`src/rtl/fft_pkg.sv`:
```
// Shared definitions for FFT-stage resources: datapath defaults, the complex-multiply
// scheduler FSM encoding and the issue order of the four real partial products.
package fft_pkg;

  localparam int unsigned W_DEF       = 32;
  localparam int unsigned FRAC_DEF    = 16;
  localparam int unsigned MUL_LAT_DEF = 2;

  typedef enum logic [1:0] {
    StIdle  = 2'd0,
    StIssue = 2'd1,
    StDrain = 2'd2,
    StDone  = 2'd3
  } state_e;

  typedef logic [1:0] prod_idx_t;

  // Issue order; the accumulator relies on real-part products coming first.
  localparam prod_idx_t PROD_AR_BR = 2'd0;
  localparam prod_idx_t PROD_AI_BI = 2'd1;
  localparam prod_idx_t PROD_AR_BI = 2'd2;
  localparam prod_idx_t PROD_AI_BR = 2'd3;
  localparam prod_idx_t PROD_LAST  = PROD_AI_BR;

endpackage

```
`src/rtl/rr_arbiter.sv`:
```
// Round-robin arbiter: the search starts at ptr and wraps; grant is one-hot and only
// asserted while enabled.
module rr_arbiter #(
  parameter int unsigned NREQ = 4,
  localparam int unsigned IDW = $clog2(NREQ)
) (
  input  logic [NREQ-1:0] req,
  input  logic [IDW-1:0]  ptr,
  input  logic            en,
  output logic [NREQ-1:0] gnt,
  output logic [IDW-1:0]  idx
);

  logic [IDW:0]   sum;
  logic [IDW-1:0] cand;
  logic           found;

  always_comb begin
    gnt   = '0;
    idx   = '0;
    found = 1'b0;
    sum   = '0;
    cand  = '0;
    for (int unsigned i = 0; i < NREQ; i++) begin
      sum = {1'b0, ptr} + (IDW+1)'(i);
      if (sum >= (IDW+1)'(NREQ)) begin
        sum = sum - (IDW+1)'(NREQ);
      end
      cand = sum[IDW-1:0];
      if (en && !found && req[cand]) begin
        found     = 1'b1;
        gnt[cand] = 1'b1;
        idx       = cand;
      end
    end
  end

endmodule

```
`src/rtl/cmult_share_sched.sv`:
```
// Shares one pipelined fixed-point real multiplier among NREQ complex-product requesters:
// round-robin grant, four back-to-back partial products, accumulate, tagged result.
module cmult_share_sched
  import fft_pkg::*;
#(
  parameter int unsigned NREQ    = 4,
  parameter int unsigned W       = W_DEF,
  parameter int unsigned FRAC    = FRAC_DEF,
  parameter int unsigned MUL_LAT = MUL_LAT_DEF,
  localparam int unsigned IDW    = $clog2(NREQ)
) (
  input  logic              clk,
  input  logic              rst,
  input  logic [NREQ-1:0]   req_valid,
  output logic [NREQ-1:0]   req_ready,
  input  logic [NREQ*W-1:0] req_ar,
  input  logic [NREQ*W-1:0] req_ai,
  input  logic [NREQ*W-1:0] req_br,
  input  logic [NREQ*W-1:0] req_bi,
  output logic              res_valid,
  input  logic              res_ready,
  output logic [IDW-1:0]    res_id,
  output logic [W-1:0]      res_re,
  output logic [W-1:0]      res_im,
  output logic              busy
);

  state_e         state_q, state_d;
  prod_idx_t      k_q;
  logic [IDW-1:0] ptr_q, id_q;
  logic [W-1:0]   ar_q, ai_q, br_q, bi_q;
  logic [W-1:0]   re_q, im_q;

  logic [NREQ-1:0] gnt;
  logic [IDW-1:0]  gnt_idx;
  logic            arb_en;
  logic            hs;

  logic [W-1:0]   mul_a, mul_b;
  logic [2*W-1:0] a_ext, b_ext;
  logic [W-1:0]   mul_trunc;
  logic           mul_vld;

  logic [W-1:0] pipe_p [MUL_LAT];
  logic         pipe_v [MUL_LAT];
  prod_idx_t    pipe_k [MUL_LAT];
  logic         out_v;
  prod_idx_t    out_k;
  logic [W-1:0] out_p;
  logic         p3_done;

  // Grant is masked during reset so req_ready reads 0 while rst is low.
  assign arb_en = (state_q == StIdle) && rst;

  rr_arbiter #(
    .NREQ (NREQ)
  ) u_arb (
    .req (req_valid),
    .ptr (ptr_q),
    .en  (arb_en),
    .gnt (gnt),
    .idx (gnt_idx)
  );

  assign hs = |gnt;

  // ---------------------------------------------------------------------------------------
  // FSM
  // ---------------------------------------------------------------------------------------
  always_ff @(posedge clk or negedge rst) begin
    if (!rst) begin
      state_q <= StIdle;
    end else begin
      state_q <= state_d;
    end
  end

  always_comb begin
    state_d = state_q;
    unique case (state_q)
      StIdle:  if (hs) state_d = StIssue;
      StIssue: if (k_q == PROD_LAST) state_d = StDrain;
      StDrain: if (p3_done) state_d = StDone;
      StDone:  if (res_ready) state_d = StIdle;
      default: state_d = StIdle;
    endcase
  end

  always_comb begin
    req_ready = gnt;
    res_valid = (state_q == StDone);
    busy      = (state_q != StIdle);
    mul_vld   = (state_q == StIssue);
  end

  assign res_id = id_q;
  assign res_re = re_q;
  assign res_im = im_q;

  // ---------------------------------------------------------------------------------------
  // Operand latch, pointer and issue counter
  // ---------------------------------------------------------------------------------------
  always_ff @(posedge clk or negedge rst) begin
    if (!rst) begin
      ptr_q <= '0;
      id_q  <= '0;
      ar_q  <= '0;
      ai_q  <= '0;
      br_q  <= '0;
      bi_q  <= '0;
      k_q   <= PROD_AR_BR;
    end else begin
      if (hs) begin
        ar_q  <= req_ar[32'(gnt_idx) * W +: W];
        ai_q  <= req_ai[32'(gnt_idx) * W +: W];
        br_q  <= req_br[32'(gnt_idx) * W +: W];
        bi_q  <= req_bi[32'(gnt_idx) * W +: W];
        id_q  <= gnt_idx;
        ptr_q <= (gnt_idx == IDW'(NREQ - 1)) ? '0 : gnt_idx + IDW'(1);
      end
      k_q <= (state_q == StIssue) ? k_q + 2'd1 : PROD_AR_BR;
    end
  end

  // ---------------------------------------------------------------------------------------
  // Shared multiplier: operand select and MUL_LAT-deep pipeline
  // ---------------------------------------------------------------------------------------
  always_comb begin
    mul_a = '0;
    mul_b = '0;
    unique case (k_q)
      PROD_AR_BR: begin mul_a = ar_q; mul_b = br_q; end
      PROD_AI_BI: begin mul_a = ai_q; mul_b = bi_q; end
      PROD_AR_BI: begin mul_a = ar_q; mul_b = bi_q; end
      PROD_AI_BR: begin mul_a = ai_q; mul_b = br_q; end
      default:    begin mul_a = '0;   mul_b = '0;   end
    endcase
  end

  // Sign-extended operands make the low 2W bits of the product the signed result;
  // the right shift then floors toward minus infinity.
  assign a_ext     = {{W{mul_a[W-1]}}, mul_a};
  assign b_ext     = {{W{mul_b[W-1]}}, mul_b};
  assign mul_trunc = W'((a_ext * b_ext) >> FRAC);

  always_ff @(posedge clk or negedge rst) begin
    if (!rst) begin
      for (int unsigned i = 0; i < MUL_LAT; i++) begin
        pipe_p[i] <= '0;
        pipe_v[i] <= 1'b0;
        pipe_k[i] <= PROD_AR_BR;
      end
    end else begin
      pipe_p[0] <= mul_trunc;
      pipe_v[0] <= mul_vld;
      pipe_k[0] <= k_q;
      for (int unsigned i = 1; i < MUL_LAT; i++) begin
        pipe_p[i] <= pipe_p[i-1];
        pipe_v[i] <= pipe_v[i-1];
        pipe_k[i] <= pipe_k[i-1];
      end
    end
  end

  assign out_v   = pipe_v[MUL_LAT-1];
  assign out_k   = pipe_k[MUL_LAT-1];
  assign out_p   = pipe_p[MUL_LAT-1];
  assign p3_done = out_v && (out_k == PROD_LAST);

  // ---------------------------------------------------------------------------------------
  // Accumulators (wrap modulo 2^W)
  // ---------------------------------------------------------------------------------------
  always_ff @(posedge clk or negedge rst) begin
    if (!rst) begin
      re_q <= '0;
      im_q <= '0;
    end else if (out_v) begin
      unique case (out_k)
        PROD_AR_BR: re_q <= out_p;
        PROD_AI_BI: re_q <= re_q - out_p;
        PROD_AR_BI: im_q <= out_p;
        PROD_AI_BR: im_q <= im_q + out_p;
        default: ;
      endcase
    end
  end

endmodule

```
`config.mk`:
```
export PLATFORM = sky130hd
export DESIGN_NAME = cmult_share_sched
export DESIGN_NICKNAME = d
export VERILOG_FILES = /design/src/rtl/fft_pkg.sv /design/src/rtl/rr_arbiter.sv /design/src/rtl/cmult_share_sched.sv
export SDC_FILE = /design/constraint.sdc
export NUM_CORES = 2
export LEC_CHECK = 0
export BUFFER_PORTS_ARGS = -buffer_cell sky130_fd_sc_hd__buf_4
export CORE_ASPECT_RATIO = 0.6
export CORE_MARGIN = 2
export CORE_UTILIZATION = 55
export DETAILED_ROUTE_END_ITERATION = 10
export PLACE_DENSITY_LB_ADDON = 0.05
export SYNTH_ARGS = -nofsm -noshare
export SYNTH_HDL_FRONTEND = slang
export SYNTH_SLANG_ARGS = --single-unit
```
`constraint.sdc`:
```
create_clock -name clk -period 10 [get_ports clk]
set_clock_uncertainty 0.15 [all_clocks]
set_input_delay 1.5 -clock clk [delete_from_list [all_inputs] [get_ports clk]]
set_output_delay 1.5 -clock clk [all_outputs]
set_load 0.03 [all_outputs]
```
== Word level (Yosys, flattened, before mapping) ==
Cells that the tools add are included.
Cells by class
  shift operators: 4
  $lt $le $gt $ge: 12
  mux-type cells: 42
  equal/unequal tests: 14
  reduce and logical (&&, ||, !) cells: 30
  $add $sub $neg: 11
  $mul: 1
  bitwise operators: 3
Operator list (count)
  $shiftx A128 B8 Y32: 4
  $pmux W32 S2: 4
  $mul A32 B32 Y48: 1
  $add A32 B32 Y32: 1
  $sub A32 B32 Y32: 1
  $mux W2: 14
  $mux W4: 4
  $eq A2 B2 Y1 const B: 7
  $logic_and A1 B1 Y1: 13
  $lt A2 B3 Y1 const B: 4
  $or A4 B4 Y4: 3
  $mux W1: 11
  $ge A3 B3 Y1 const B: 3
  $bmux W1 S2: 4
  $demux W1 S2: 4
  $ge A2 B1 Y1 const B: 4
  $pmux W2 S4: 1
  $reduce_or A2 Y1: 4
  $sub A2 B1 Y2 const B: 4
  $add A2 B2 Y3 const B: 2
  $eq A2 B1 Y1 const B: 3
  $logic_not A2 Y1: 3
  $reduce_bool A2 Y1: 3
  $add A2 B1 Y2 const B: 2
  8 further kinds: 13
Storage, ports and cells
  input port bits: 519
  word-level logic and storage cells: 133
  output and inout bits: 72
  register bits: 270

== Depth between registers and ports, before layout ==
  depth after elaboration: 21
  depth in mapped cells: 37
  gate-level depth less buffers: 34

== Cells and area by module ==
Synthesis repeated with hierarchy kept, for this count alone.
Unflattened totals
  cells, all modules: 4520
  area, all modules: 44757.9 µm²
Modules (own cells, without submodules)
  cmult_share_sched: area an instance 44214.9 µm², times used 1, seq. area each 6756.5 µm², cells an instance 4447
  rr_arbiter: area an instance 543.0 µm², times used 1, seq. area each 0.0 µm², cells an instance 73

== Least setup slack after synthesis ==
No wires, ideal clock.
  path type: register to register
  from: reg k_q[0]
  to: reg pipe_p[63] (netlist bit)
  data required time: 9725 ps
  library setup time: 125 ps
  data arrival time: 9119 ps
  stages on the path, launching flop included: 32
  clock period less this slack: 9394 ps
  path buffers: 4
  slack: 606 ps
  cells stage by stage: dfrtp_1 ha_1 nor2_4 buf_2 buf_1 buf_1 mux2i_1 clkbuf_1 nor2_1 fa_1 inv_1 fa_1 inv_1 fa_1 inv_1 fa_1 inv_1 fa_1 fa_1 fa_1 fa_1 ha_1 a21oi_1 o21bai_1 a211o_1 or3_1 o32ai_2 o211a_4 o211ai_2 a31oi_1 o21bai_1 xnor2_1
Between the ends
  cells in the longest elaborated chain, start to end: 4
  elaborated cells between the ends (all ways): 11
  those cells by class: mul (1); eq/ne (3); mux (2); reduce/logical (5)
Ends and longest elaborated chain
  from (decl): RTL line cmult_share_sched.sv:29  | prod_idx_t k_q;
  from (signal assigned): RTL line cmult_share_sched.sv:121  | k_q <= (state_q == StIssue) ? k_q + 2'd1 : PROD_AR_BR;
  $eq A2 B2 Y1, or another cell as far along: RTL line cmult_share_sched.sv:131  | unique case (k_q)
  $reduce_or A2 Y1 (no source line)
  $pmux W32 S2: RTL line cmult_share_sched.sv:131
  $mul A32 B32 Y48 *: RTL line cmult_share_sched.sv:144  | assign mul_trunc = W'((a_ext * b_ext) >> FRAC);
  net mul_trunc[31]: RTL line cmult_share_sched.sv:41  | logic [W-1:0] mul_trunc;
  to (signal, indexed assignment): RTL line cmult_share_sched.sv:158  | pipe_p[i] <= pipe_p[i-1];
  to (decl): RTL line cmult_share_sched.sv:44  | logic [W-1:0] pipe_p [MUL_LAT];
Mark *: on every way through the listed nets, which the timed path passes. The rest lies on a longest branch.
A chain may end at the register's enable or synchronous reset.

== Worst setup path after layout ==
Same ends and word-level chain as after synthesis.

==> reports/metrics.cfg <==
[outcome]
outcome=finished, final reports clean

[global_routing]
grt_max_degree=227
grt_pass1_vias=39851
grt-ovfl-total=0
antenna_found_initial=13
grt_use_total_pct=45.0
grt_pass1_wl_um=273000

[yosys]
ys.flop_type=dfrtp_1
async_flop_share_pct=100
synth_nets=7043
yosysUniqueCellTypes=77
avgSynthCellArea_um2=8.32
synth_area_leaders=fa_1 37%, dfrtp_1 15%, nand2_1 11%, inv_1 7.0%, ha_1 6.5%
synth.most_common_cell=nand2_1
yosys_warnings=0
syn-cell-area_um2=45300
synthCells=5448
synth-edff-count=0
seq_area_frac_synth_pct=14.9
synth_area_leader_cell=fa_1
ys_seq_elements=270
synth_top_area_share_pct=37.1
synth_commonest_cells=1295 x nand2_1, 849 x inv_1, 840 x fa_1

[worst_setup_path]
cpPeakStageDelay_ps=650
required_ps=10360
worst-endpoint-arrival_ps=9940
cp-end-kind=flop
reg2reg_to=pipe_p[63]
crit_start=k_q[0]
cp-endpoint=pipe_p[63]
crit_cells=27
crit_fanout=27
cp_slowest_cell=fa_1
r2r_slack_ps=420
r2r_start=k_q[0]
path_buf_inv=7
crit_type=reg -> reg
critical_path.top_delay_family=adder cells
start_kind=flop
ff2ff_path_depth=27

[detailed_routing]
via_per_inst=5.83
wire_per_inst_um=27.2
drtIter0Drc=5164
num_vias=40869
drc=0
drtPass1Iterations=9
drt_wl_total_um=190000
ant_nets=0

[sta]
fin_setup_tns_ps=0
relSlewSlack_pct=19.6
setup_viol=0
worstMarginPinSlew_ps=1210
slew_viol_final=0
period_needed_ps=9580
hold_ws_ps=201
fmax_mhz=104
finalHoldViolCount=0
finalCritPeriodShare_pct=95.8
rsz0062_at_grt=no

[clock_network]
insertion_delay_ps=630
cts_buffers=28
clockBufferDepth=3
cts_htree_levels=1
holdBufCountCts=0
cts_setup_buffers=0
cts_tree=built
ctsResizeCount=0
clockRootBuffer=clkbuf_16
clock-sinks=270
clk_pin_slew_worst_paths_ps=70

[placement]
hpwl_um=157000
placed_cells=6944
place_congestion=1.06
numPortBuffers=590

[cells_and_area]
postLayoutCoreUtil_pct=63.7
syn_to_final_growth_pct=14.7
drive_gt1_share_pct=14.2
finalNetCount=7490
finalNonFillerCells=7007

[worst_hold_path]
hold_class=reg -> reg

[floorplanning]
pin_count=591
coreArea_um2=81600
fp.dieH_um=226
rows=81
initial_core_util_pct=55.6
dieWidth_um=375
die-area_um2=84800

[job]
max-cap-violations=0

[worst reg2reg max path, cell delays in order (launching register included)]
cell and delay [ps]:
dfrtp_1 430, ha_1 270, nor2_4 400, buf_4 470
mux2_2 570, nand2_1 180, inv_1 100, fa_1 500
inv_1 70, fa_1 500, inv_1 70, fa_1 650
inv_1 240, fa_1 590, fa_1 450, fa_1 510
fa_1 640, inv_1 100, fa_1 420, xnor2_1 150
xnor2_1 630, xnor2_1 160, xnor2_1 330, xnor2_1 140
xnor2_1 230, xnor2_1 180, buf_4 200, xnor2_1 130
[sequential cells by signal, indices dropped and copies added, names as in the netlist, 32 cells and up, named ones only]
signal	flops
ai_q	32
ar_q	32
res_re	32
bi_q	32
br_q	32
out_p	32
pipe_p	32
res_im	32
[stage by stage]
stage	setup slack, ps	instance area [µm²]
after floorplan	606	45300
after global placement	807	51000
after detailed placement	631	51000
after CTS	609	52000
after global routing	142	52000
final	417	52000
[area by class of cell]
| type | count | area [µm²] |
|---|---|---|
| Clock inverter | 15 | 210 |
| Timing Repair Buffer | 689 | 5270 |
| Clock buffer | 36 | 781 |
| Inverter | 850 | 3190 |
| Multi-Input combinational cell | 4056 | 34400 |
| Fill cell | 7207 | 29600 |
| Tap cell | 1079 | 1350 |
| Sequential cell | 270 | 6760 |
| Antenna cell | 12 | 30.0 |
[per-layer routing]
metal,vias to the layer above,wire [µm],GRT usage (%)
met5,-,29,0.515
met4,4,7920,15.6
met3,314,32800,23.8
met2,2804,72100,57.6
met1,20166,77600,63.7
li1,17581,-,-
[logic make-up (layout without fill, tap and decap cells)]
logic type	Yosys count	in the layout	synth area share (%)
mux	139	139	3.29
simple gates	2084	2084	18.2
other cells	0	12	0
buf+inv	1122	1590	9.44
compound gates	636	636	8.19
xor+xnor	121	121	2.34
flops	270	270	14.9
fa+ha+maj	1076	1076	43.6
[placed cells by master, fill, tap and decap left out, types with 12 or more instances in the layout]
cell type	n
a21o_1	35
a21oi_1	95
and2_1	13
buf_4	681
clkbuf_16	28
dfrtp_1	269
diode_2	12
fa_1	840
ha_1	235
inv_1	849
mux2_2	64
mux2i_1	58
mux2i_2	14
nand2_1	1294
nand2b_1	21
nand3_1	140
nor2_1	546
nor2b_1	19
nor3_1	15
o21ai_0	311
o21ai_1	55
o21bai_1	13
o22ai_1	27
xnor2_1	96
xor2_1	25
[worst min-delay path by stage]
stage	startpoint	to	slack, ps	depth (start not counted)
2_1_floorplan	pipe_k[2]	out_k[0]	180	0
3_3_place_gp	pipe_p[43]	out_p[11]	180	0
3_5_place_dp	pipe_p[43]	out_p[11]	180	0
4_1_cts	pipe_p[43]	out_p[11]	200	0
5_1_grt	pipe_p[44]	out_p[12]	210	0
6_report	pipe_p[43]	out_p[11]	200	0
Power is left out: the tool's default activity adds up to more than one toggle a clock period on the data nets, which glitch-free logic cannot reach.
